===== src/rtl/seg_bcd_ctrl.sv =====
// Binary-to-BCD sequencer for the 8-digit seven-segment decoder (iterative double-dabble, one bit per cycle).
// Latency: digits, overflow and the done pulse update WIDTH+1 cycles after the accepting edge.
// Backpressure: in_ready is low while a conversion runs; requests seen while busy are dropped, not queued.
module seg_bcd_ctrl #(
    parameter int WIDTH   = 27,
    parameter int MAX_VAL = 99999999
) (
    input  logic             clk,
    input  logic             rst,
    input  logic             in_valid,
    output logic             in_ready,
    input  logic [WIDTH-1:0] in_data,
    input  logic             lz_blank,
    output logic             busy,
    output logic             done,
    output logic             overflow,
    output logic [3:0]       num0,
    output logic [3:0]       num1,
    output logic [3:0]       num2,
    output logic [3:0]       num3,
    output logic [3:0]       num4,
    output logic [3:0]       num5,
    output logic [3:0]       num6,
    output logic [3:0]       num7
);

    localparam int ITER_W = $clog2(WIDTH + 1);

    typedef enum logic [1:0] {
        S_IDLE,
        S_SHIFT,
        S_FINISH
    } state_t;

    state_t              state_q;
    logic [WIDTH-1:0]    shift_q;
    logic [31:0]         bcd_q;
    logic [ITER_W-1:0]   iter_q;
    logic                lz_q;
    logic                ovf_q;
    logic                in_ready_q;
    logic                busy_q;
    logic                done_q;
    logic                overflow_q;
    logic [31:0]         num_q;

    logic [31:0]         bcd_adj_d;
    logic [31:0]         disp_d;
    logic                seen_d;

    // Double-dabble correction: each nibble >= 5 gets +3 so the following shift carries into the next decade.
    // The add stays inside the nibble (max 9+3 = 12), so nothing crosses nibble boundaries.
    always_comb begin
        bcd_adj_d = bcd_q;
        for (int i = 0; i < 8; i++) begin
            if (bcd_q[i*4 +: 4] >= 4'd5) begin
                bcd_adj_d[i*4 +: 4] = bcd_q[i*4 +: 4] + 4'd3;
            end
        end
    end

    // Display digits from the final BCD value: overflow blanks everything, otherwise optional leading-zero blanking.
    // Digit 0 is never blanked so a value of zero still shows a single "0".
    always_comb begin
        disp_d = bcd_q;
        seen_d = 1'b0;
        if (ovf_q) begin
            disp_d = '1;
        end else if (lz_q) begin
            for (int i = 7; i >= 1; i--) begin
                if (bcd_q[i*4 +: 4] != 4'd0) begin
                    seen_d = 1'b1;
                end
                if (!seen_d) begin
                    disp_d[i*4 +: 4] = 4'hF;
                end
            end
        end
    end

    // Control FSM with registered handshake, status and digit outputs; digits only move on the FINISH edge.
    always_ff @(posedge clk) begin
        if (rst) begin
            state_q    <= S_IDLE;
            shift_q    <= '0;
            bcd_q      <= '0;
            iter_q     <= '0;
            lz_q       <= 1'b0;
            ovf_q      <= 1'b0;
            in_ready_q <= 1'b1;
            busy_q     <= 1'b0;
            done_q     <= 1'b0;
            overflow_q <= 1'b0;
            num_q      <= '1;
        end else begin
            done_q <= 1'b0;
            case (state_q)
                S_IDLE: begin
                    if (in_valid && in_ready_q) begin
                        shift_q    <= in_data;
                        bcd_q      <= '0;
                        iter_q     <= '0;
                        lz_q       <= lz_blank;
                        ovf_q      <= (in_data > WIDTH'(MAX_VAL));
                        in_ready_q <= 1'b0;
                        busy_q     <= 1'b1;
                        state_q    <= S_SHIFT;
                    end
                end
                S_SHIFT: begin
                    {bcd_q, shift_q} <= {bcd_adj_d, shift_q} << 1;
                    iter_q           <= iter_q + 1'b1;
                    if (iter_q == ITER_W'(WIDTH - 1)) begin
                        state_q <= S_FINISH;
                    end
                end
                S_FINISH: begin
                    num_q      <= disp_d;
                    overflow_q <= ovf_q;
                    done_q     <= 1'b1;
                    busy_q     <= 1'b0;
                    in_ready_q <= 1'b1;
                    state_q    <= S_IDLE;
                end
                default: begin
                    state_q <= S_IDLE;
                end
            endcase
        end
    end

    assign in_ready = in_ready_q;
    assign busy     = busy_q;
    assign done     = done_q;
    assign overflow = overflow_q;
    assign num0     = num_q[3:0];
    assign num1     = num_q[7:4];
    assign num2     = num_q[11:8];
    assign num3     = num_q[15:12];
    assign num4     = num_q[19:16];
    assign num5     = num_q[23:20];
    assign num6     = num_q[27:24];
    assign num7     = num_q[31:28];

endmodule


===== config.mk =====
export PLATFORM = sky130hd
export DESIGN_NAME = seg_bcd_ctrl
export DESIGN_NICKNAME = d
export VERILOG_FILES = /design/src/rtl/seg_bcd_ctrl.sv
export SDC_FILE = /design/constraint.sdc
export NUM_CORES = 1
export LEC_CHECK = 0
export CORE_AREA = 2 2 109 111
export DETAILED_ROUTE_END_ITERATION = 8
export DIE_AREA = 0 0 111 113
export PLACE_DENSITY = 0.64
export SLEW_MARGIN = 10
export SYNTH_ARGS = -nofsm -noshare
export SYNTH_HDL_FRONTEND = slang
export SYNTH_SLANG_ARGS = --single-unit

===== constraint.sdc =====
create_clock -name clk -period 2.4 [get_ports clk]
set_clock_uncertainty 0.1 [all_clocks]
set_input_delay 0.24 -clock clk [delete_from_list [all_inputs] [get_ports clk]]
set_output_delay 0.24 -clock clk [all_outputs]
set_load 0.01 [all_outputs]

==> metrics.cfg, run 1 <==
[sta]
min_period_ns = 1.92
drv_slew = 0
worst_pin_slew_ns = 0.543
tns_ns = 0
max_slew_margin = 0.637
hold_viol_final = 0
final-setup-viol-count = 0
clock.fmax_mhz = 522
finalCritPeriodShare = 0.799
fin_ws_ns = 0.483
grt_setup_unrepaired = no

[floorplan]
num_rows = 39
pin_count = 67
dieHeight_um = 113
fp.dieW_um = 111
coreArea_sq_um = 11300
initial_core_util = 0.397
design.die.area_sq_um = 12500

[pwr]
power_leakage_nw = 2.08
p_per_area_nw_per_um2 = 628
peakVddDrop_v = 0.000340

[cts]
clockBufferDepth = 2
cts_tree = done
postCtsHoldBufs = 0
root_buffer = clkbuf_16
cts_made_buffers = 9
post_cts_buffers = 0
path_clk_slew_ns = 0.07
ctsHtreeMaxLevel = 3
cts-resized-gates = 0
clk_latency_ns = 0.35
cts_sinks = 104

[critical_path]
critical_path_buf_inv_count = 1
worstPathArrival_ns = 2.10
end_kind = flip-flop
cpPeakStageDelay_ns = 0.35
critPathTopFamily = simple AND/OR/NAND/NOR gates
path_class = reg2reg
cp_cell_sequence = inv_1 > ha_1 > nor2b_1 > nand4_2 > o21ai_1 > o22a_1
start_kind = flip-flop
cp_max_fo = 4
cp_slowest_cell = o21ai_1
cp.required_ns = 2.59

[global_routing]
grt_pass1_wl_mm = 17.0
antenna_found_initial = 0
grt_pass1_vias = 3641
track_usage = 0.165
overflow = 0
grt_max_degree = 33

[placement]
place_hpwl_mm = 7.40
io_buffers = 66
dpl_worst_slack_ns = 0.376
place_congestion = 0.836

[synth]
syn-num-nets = 520
synthSimpleGateAreaFrac = 0.146
synth-adder-area-share = 0.0672
synth_ff_type = dfxtp_1
muxShareOfSynthArea = 0.0179
ys_top_cells_by_area = dfxtp_1 47%, ha_1 6.7%, a21oi_1 4.6%
avgSynthCellArea_sq_um = 9.62
synth_top_family_by_area = compound AO/OA/AOI/OAI gates
synth_cell_types = 51
synth_seq_area_share = 0.466
synth_edf_count = 0
syn-cell-area_sq_um = 4470
synth-seq-cells = 104
yosysWarnings = 0
synth_top_area_cell = dfxtp_1
synth_compound_area_frac = 0.245
synth_cells = 465
synthArstFlopShare = 0
synthXorXnorAreaFrac = 0.0176
yosysTopAreaCellShare = 0.466

[detailed_routing]
vias = 3726
drtPass1Iterations = 4
dr.first_iter.drc_count = 158
wirelength_mm = 10.3
viasPerCell = 5.45
drc = 0
ant_nets = 0
wl_per_cell_um = 15.1

[layout]
nNetsFinal = 591
layout_common_cells = 104 x dfxtp_1, 66 x clkdlybuf4s50_1, 41 x a21oi_1, 35 x nor2_1, 32 x nand2_1
diodes = 0
area_growth_pct = 25.7
layout_commonest_cell = dfxtp_1
finish.utilization = 0.499
layout-drive-gt1-share = 0.0813

[worst_hold_path]
hp-class = reg2reg

[job]
cap_violations = 0

[status]
status = completed

final timing paths:
check	startpoint	slack (ns)	cells after the start	end
worst max-delay path	bcd_q[28]	0.48	6	num_q[13]
worst min-delay path	shift_q[3]	0.36	2	shift_q[3]
worst max register to register	bcd_q[28]	0.48	6	num_q[13]
worst min register to register	shift_q[3]	0.36	2	shift_q[3]
report_power, final:
group	internal (mW)	total, mW	switching (mW)
logic	0.152	0.353	0.202
clock network	0.732	1.36	0.628
registers	1.78	1.82	0.0348
total	2.67	3.53	0.865
worst reg2reg max path: stages (launching register included):
cell	delay, ns
dfxtp_1	0.33
inv_1	0.11
ha_1	0.22
nor2b_1	0.31
nand4_2	0.25
o21ai_1	0.36
o22a_1	0.20
metal layers:
| metal | wire (um) | GRT usage | vias up |
|---|---|---|---|
| met5 | 0 | 0 | - |
| met4 | 121 | 0.0708 | 0 |
| met3 | 483 | 0.0273 | 10 |
| met2 | 4880 | 0.272 | 87 |
| met1 | 4830 | 0.215 | 1764 |
| li1 | - | - | 1865 |
logic make-up after synthesis:
kind of cell	Yosys count
flops	104
mux	8
compound gates	153
buf+inv	45
fa+ha+maj	24
xor+xnor	9
simple gates	122
through the flow:
stage / hold WS, ns / area, sq um / total power, mW / std cells
floorplan: 0.276 / 4470 / 2.05 / 465
global placement: 0.344 / 5350 / 2.20 / 668
detailed placement: 0.350 / 5350 / 2.21 / 668
CTS: 0.363 / 5620 / 3.56 / 684
global route: 0.372 / 5620 / 3.68 / 684
finish: 0.361 / 5620 / 3.53 / 684
cells in the mapped netlist, types with 6 or more instances:
master / n
xnor2_1: 8
dfxtp_1: 104
o22ai_1: 14
a22o_1: 9
o22a_1: 21
buf_2: 11
nand3_1: 8
a32o_1: 7
o21ai_0: 10
o31ai_1: 6
nor2_1: 35
o221ai_1: 10
mux2i_1: 8
ha_1: 24
nor3b_1: 7
a21oi_1: 41
a22oi_1: 16
o32a_1: 8
nand2b_1: 11
nand2_1: 32
clkbuf_1: 10
nand4_1: 7
inv_1: 19
state kept, by name (all words and copies together) (netlist names), 2 cells and up:
| name | count |
|---|---|
| bcd_q | 32 |
| iter_q | 5 |
| num_q | 32 |
| shift_q | 27 |
| state_q | 2 |
cell type report:
class                           instances  area [sq um]
Clock buffer                           12           246
Clock inverter                          4          30.0
Fill cell                            1061          5650
Inverter                               20          75.1
Multi-Input combinational cell        316          2210
Sequential cell                       104          2080
Tap cell                              143           179
Timing Repair Buffer                   85           803
No activity file was read; power rests on OpenSTA's default activity.
==> inputs of run 2 (changes only) <==
PLACE_DENSITY = 0.67   (was 0.64)
clock period = 1.72 ns   (was 2.4 ns; I/O delays follow)
==> metrics.cfg, run 2 (synthesis results as in run 1) <==
[status]
status = completed

[pwr]
peakVddDrop_v = 0.000435  ; +28%
finalPower_mw = 5.14  ; +46%
p_per_area_nw_per_um2 = 847  ; +35%
power_leakage_nw = 2.32  ; +12%

[floorplan]
design.die.area_sq_um = 12500  ; unchanged
dieHeight_um = 113  ; unchanged
fp.dieW_um = 111  ; unchanged
initial_core_util = 0.397  ; unchanged
pin_count = 67  ; unchanged
coreArea_sq_um = 11300  ; unchanged
num_rows = 39  ; unchanged

[layout]
layout-drive-gt1-share = 0.184  ; +0.103
seq_area_sq_um = 2080  ; +0.12%
area_growth_pct = 35.6
layout_common_cells = 102 x dfxtp_1, 66 x clkdlybuf4s50_1, 55 x buf_4, 34 x nor2_1, 34 x a21oi_1
nNetsFinal = 630  ; +6.6%
multi_input_area_sq_um = 2290  ; +4.0%
finish.utilization = 0.538  ; +0.0391
diodes = 0  ; unchanged
fillCellCount = 1030  ; -2.9%
largestRegisters = bcd_q x32, num_q x32, shift_q x27
layout_commonest_cell = dfxtp_1

[cts]
root_buffer = clkbuf_16
postCtsHoldBufs = 0  ; unchanged
clk_latency_ns = 0.34  ; about the same
cts_sinks = 104  ; unchanged
cts_made_buffers = 9  ; unchanged
clockBufferDepth = 2  ; unchanged
ctsHtreeMaxLevel = 3  ; unchanged
path_clk_slew_ns = 0.07  ; about the same
cts_tree = done

[global_routing]
track_usage = 0.172  ; +0.00674
overflow = 0  ; unchanged
grt_max_degree = 33  ; unchanged
grt_pass1_vias = 3803  ; +4.4%
antenna_found_initial = 0  ; unchanged
grt_pass1_wl_mm = 17.8  ; +4.6%

[sta]
worst_pin_slew_ns = 0.419  ; -0.124 ns
whs_ns = 0.321  ; -0.0395 ns
max_slew_margin = 0.720  ; +0.0830
hold_viol_final = 0  ; unchanged
min_period_ns = 1.65  ; -0.271 ns
finalCritPeriodShare = 0.957  ; +0.158
drv_slew = 0  ; unchanged
final-setup-viol-count = 0  ; unchanged
fin_ws_ns = 0.0745  ; -0.409 ns
grt_setup_unrepaired = yes
clock.fmax_mhz = 608  ; +16%

[detailed_routing]
dr.first_iter.drc_count = 214  ; +35%
drtPass1Iterations = 5  ; +1
wirelength_mm = 10.9  ; +6.2%
wl_per_cell_um = 15.1  ; +0.43%
ant_nets = 0  ; unchanged
vias = 3989  ; +7.1%
viasPerCell = 5.52  ; +1.3%
drc = 0  ; unchanged

[worst_hold_path]
hp-class = in2reg
hp-start = in_data[0]

[job]
cap_violations = 0  ; unchanged

[critical_path]
end_kind = flip-flop
start_kind = flip-flop
worstPathArrival_ns = 1.83  ; -0.27 ns
r2r-start = bcd_q[25]
cp-startpoint = bcd_q[25]
path_class = reg2reg
cp_max_fo = 4  ; unchanged
cp.required_ns = 1.91  ; -0.68 ns

[placement]
place_hpwl_mm = 7.78  ; +5.2%
place_congestion = 0.827  ; -1.0%
io_buffers = 66  ; unchanged
dpl_worst_slack_ns = -0.166  ; -0.542 ns

-- run 2: cell types whose count changed in the layout (fill, tap and decap cells not counted), moves of 3 or more --
cell,delta
inv_2,+5
a21oi_1,-7
buf_4,+36
a21oi_2,+7
inv_1,-5
buf_12,+3
-- run 2: repair_timing --
| item | in CTS | in global routing |
|---|---|---|
| setup buffers | 0 | 2 |
| endpoints found under the setup margin | 16 | 31 |
| resized for setup | 1 | 27 |
| pin swaps | 0 | 8 |
-- run 2: worst paths after layout --
path,end,slack [ns],depth (start not counted)
max,num_q[4],0.07,6
min,shift_q[0],0.32,3
max reg2reg,num_q[4],0.07,6
min reg2reg,bcd_q[0],0.36,2
-- run 2: final cells by class --
type / count / area share
sequential: 104 / 0.344
inverter: 20 / 0.0124
multi-input combinational: 316 / 0.378
tap: 143 / 0.0295
timing repair buffer: 124 / 0.187
clock inverter: 6 / 0.0111
clock buffer: 10 / 0.0378
-- run 2: critical path: stages, from the launching register on --
cell	delay, ns
dfxtp_2	0.33
inv_2	0.07
ha_4	0.13
nor4b_4	0.26
nand4_4	0.22
nor3_4	0.29
o32a_1	0.19
-- run 2: per-layer routing --
layer,share of wire,GRT usage,up-vias
li1,-,-,1945
met1,0.46,0.221,1936
met2,0.49,0.288,97
met3,0.043,0.0295,11
met4,0.011,0.0708,0
met5,0,0,-
-- run 2: report_power, final --
part	internal, mW	total, mW	switching [mW]	leakage (nW)
Combinational	0.259	0.553	0.294	1.33
Sequential	2.48	2.53	0.0487	0.846
Clock	1.14	2.05	0.917	0.139
Total	3.88	5.14	1.26	2.32
-- run 2: metrics by stage --
step | setup TNS (ns) | instance area (sq um) | cells
floorplan | 0 | 4470 | 465
global placement | -0.549 | 5660 | 705
detailed placement | -1.28 | 5660 | 705
CTS | -0.00585 | 5960 | 721
global route | -0.140 | 6060 | 723
finish | 0 | 6060 | 723
==> inputs of run 3 (changes only) <==
CORE_AREA = 2 2 98 100   (was 2 2 109 111)
DIE_AREA = 0 0 100 102   (was 0 0 111 113)
DONT_BUFFER_PORTS = 1   (was not set)
PLACE_DENSITY = 0.69   (was 0.67)
SLEW_MARGIN = 15   (was 10)
==> metrics.cfg, run 3 (synthesis results as in run 1) <==
[status]
status = completed

[critical_path]
worst_r2r_path_depth = 6  ; unchanged
cp_cell_sequence = inv_2 > ha_4 > nor4b_4 > nand4_4 > nor3_4 > o32a_1
cp.required_ns = 1.92  ; about the same
cpPeakStageDelay_ns = 0.35  ; +0.02 ns
rr_endpoint = num_q[6]
worstPathArrival_ns = 1.88  ; +0.05 ns
r2r-start = bcd_q[24]
cp_num_cells = 6  ; unchanged
cp_slowest_cell = dfxtp_2
cp_max_fo = 4  ; unchanged
path_class = reg2reg
critical_path_buf_inv_count = 1  ; unchanged
start_kind = flip-flop
end_kind = flip-flop
r2r_setup_slack_ns = 0.05  ; -0.03 ns
critPathTopFamily = simple AND/OR/NAND/NOR gates

[placement]
place_area_sq_um = 4820  ; -15%
io_buffers = 0  ; -100%
place_hpwl_mm = 6.90  ; -11%
place_congestion = 0.812  ; -1.8%
dpl_worst_slack_ns = -0.0309  ; +0.135 ns
dpl.cell_count = 591  ; -16%

[detailed_routing]
viasPerCell = 5.91  ; +7.2%
ant_nets = 0  ; unchanged
dr.first_iter.drc_count = 183  ; -14%
drc = 0  ; unchanged
vias = 3767  ; -5.6%
wl_per_cell_um = 16.7  ; +10%
drtPass1Iterations = 4  ; -1
wirelength_mm = 10.6  ; -2.8%

[layout]
fillCellCount = 789  ; -23%
area_growth_pct = 22.1
postLayoutCellArea_sq_um = 5460  ; -10%
layout_commonest_cell = dfxtp_1
largestRegisters = bcd_q x32, num_q x32, shift_q x27
finish.utilization = 0.599  ; +0.0614
nNetsFinal = 577  ; -8.4%
fin_cells = 637  ; -12%
layout-drive-gt1-share = 0.179  ; -0.00578
layout_common_cells = 99 x dfxtp_1, 39 x buf_4, 35 x a21oi_1, 34 x nor2_1, 32 x nand2_1
diodes = 0  ; unchanged

[sta]
min_period_ns = 1.67  ; +0.0276 ns
finalCritPeriodShare = 0.973  ; +0.0160
max_slew_margin = 0.704  ; -0.0168
whs_ns = 0.0131  ; -0.308 ns
worst_pin_slew_ns = 0.438  ; +0.0190 ns
fin_ws_ns = 0.0469  ; -0.0276 ns
clock.fmax_mhz = 598  ; -1.6%
tns_ns = 0  ; unchanged
hold_viol_final = 0  ; unchanged
grt_setup_unrepaired = yes
final-setup-viol-count = 0  ; unchanged
drv_slew = 0  ; unchanged

[floorplan]
coreArea_sq_um = 9110  ; -19%
dieHeight_um = 102  ; -9.7%
initial_core_util = 0.491  ; +0.0942
pin_count = 67  ; unchanged
fp.dieW_um = 100  ; -9.9%
design.die.area_sq_um = 10200  ; -19%
num_rows = 35  ; -10%

[global_routing]
grt_pass1_wl_mm = 17.2  ; -3.1%
track_usage = 0.211  ; +0.0392
grt_pass1_vias = 3645  ; -4.2%
antenna_found_initial = 0  ; unchanged
overflow = 0  ; unchanged
grt_max_degree = 33  ; unchanged

[worst_hold_path]
hold_depth = 2  ; -1
hold_end = ovf_q
hp-class = in2reg
hp-start = in_data[25]

[cts]
cts_tree = done
root_buffer = clkbuf_8
path_clk_slew_ns = 0.11  ; +0.04 ns
clk_latency_ns = 0.37  ; +0.03 ns
clockBufferDepth = 2  ; unchanged
cts_made_buffers = 9  ; unchanged
cts_sinks = 104  ; unchanged
ctsHtreeMaxLevel = 3  ; unchanged

[job]
cap_violations = 0  ; unchanged

[pwr]
finalPower_mw = 4.55  ; -11%
peakVddDrop_v = 0.000501  ; +15%
p_per_area_nw_per_um2 = 834  ; -1.6%
power_leakage_nw = 2.06  ; -11%

run 3: area by class of cell:
class	instances	area [sq um]	share of cell area
well taps	111	139	0.0254
flip-flops and latches	104	2090	0.383
clock inverters	4	55.1	0.0101
multi-input cells	316	2320	0.426
inverters	20	77.6	0.0142
repair buffers	71	634	0.116
clock buffers	11	141	0.0259
run 3: worst max-delay path by stage:
stage                            to      start
after floorplan            num_q[4]  bcd_q[28]
after global placement     num_q[7]  bcd_q[28]
final                      num_q[6]  bcd_q[24]
after global routing       num_q[6]  bcd_q[24]
after detailed placement   num_q[6]  bcd_q[28]
after CTS                 bcd_q[26]  bcd_q[25]
run 3: where the power goes:
part	switching [mW]	total, mW	internal [mW]
Clock	0.818	1.53	0.711
Sequential	0.0517	2.54	2.48
Combinational	0.274	0.486	0.213
Total	1.14	4.55	3.41
run 3: layer usage:
metal  GRT usage  part of all wire  vias up
li1            -                 -     1843
met1       0.261              0.44     1805
met2       0.353              0.49      106
met3      0.0609             0.060       13
met4      0.0769             0.014        0
met5           0                 0        -
run 3: timing repair:
item | 4_1_cts | 5_1_grt
pin swaps | 1 | 7
setup buffers | 0 | 1
hold buffers | 30 | 0
setup endpoints to repair | 14 | 33
resized for setup | 5 | 32
hold endpoints to repair | 41 | 0
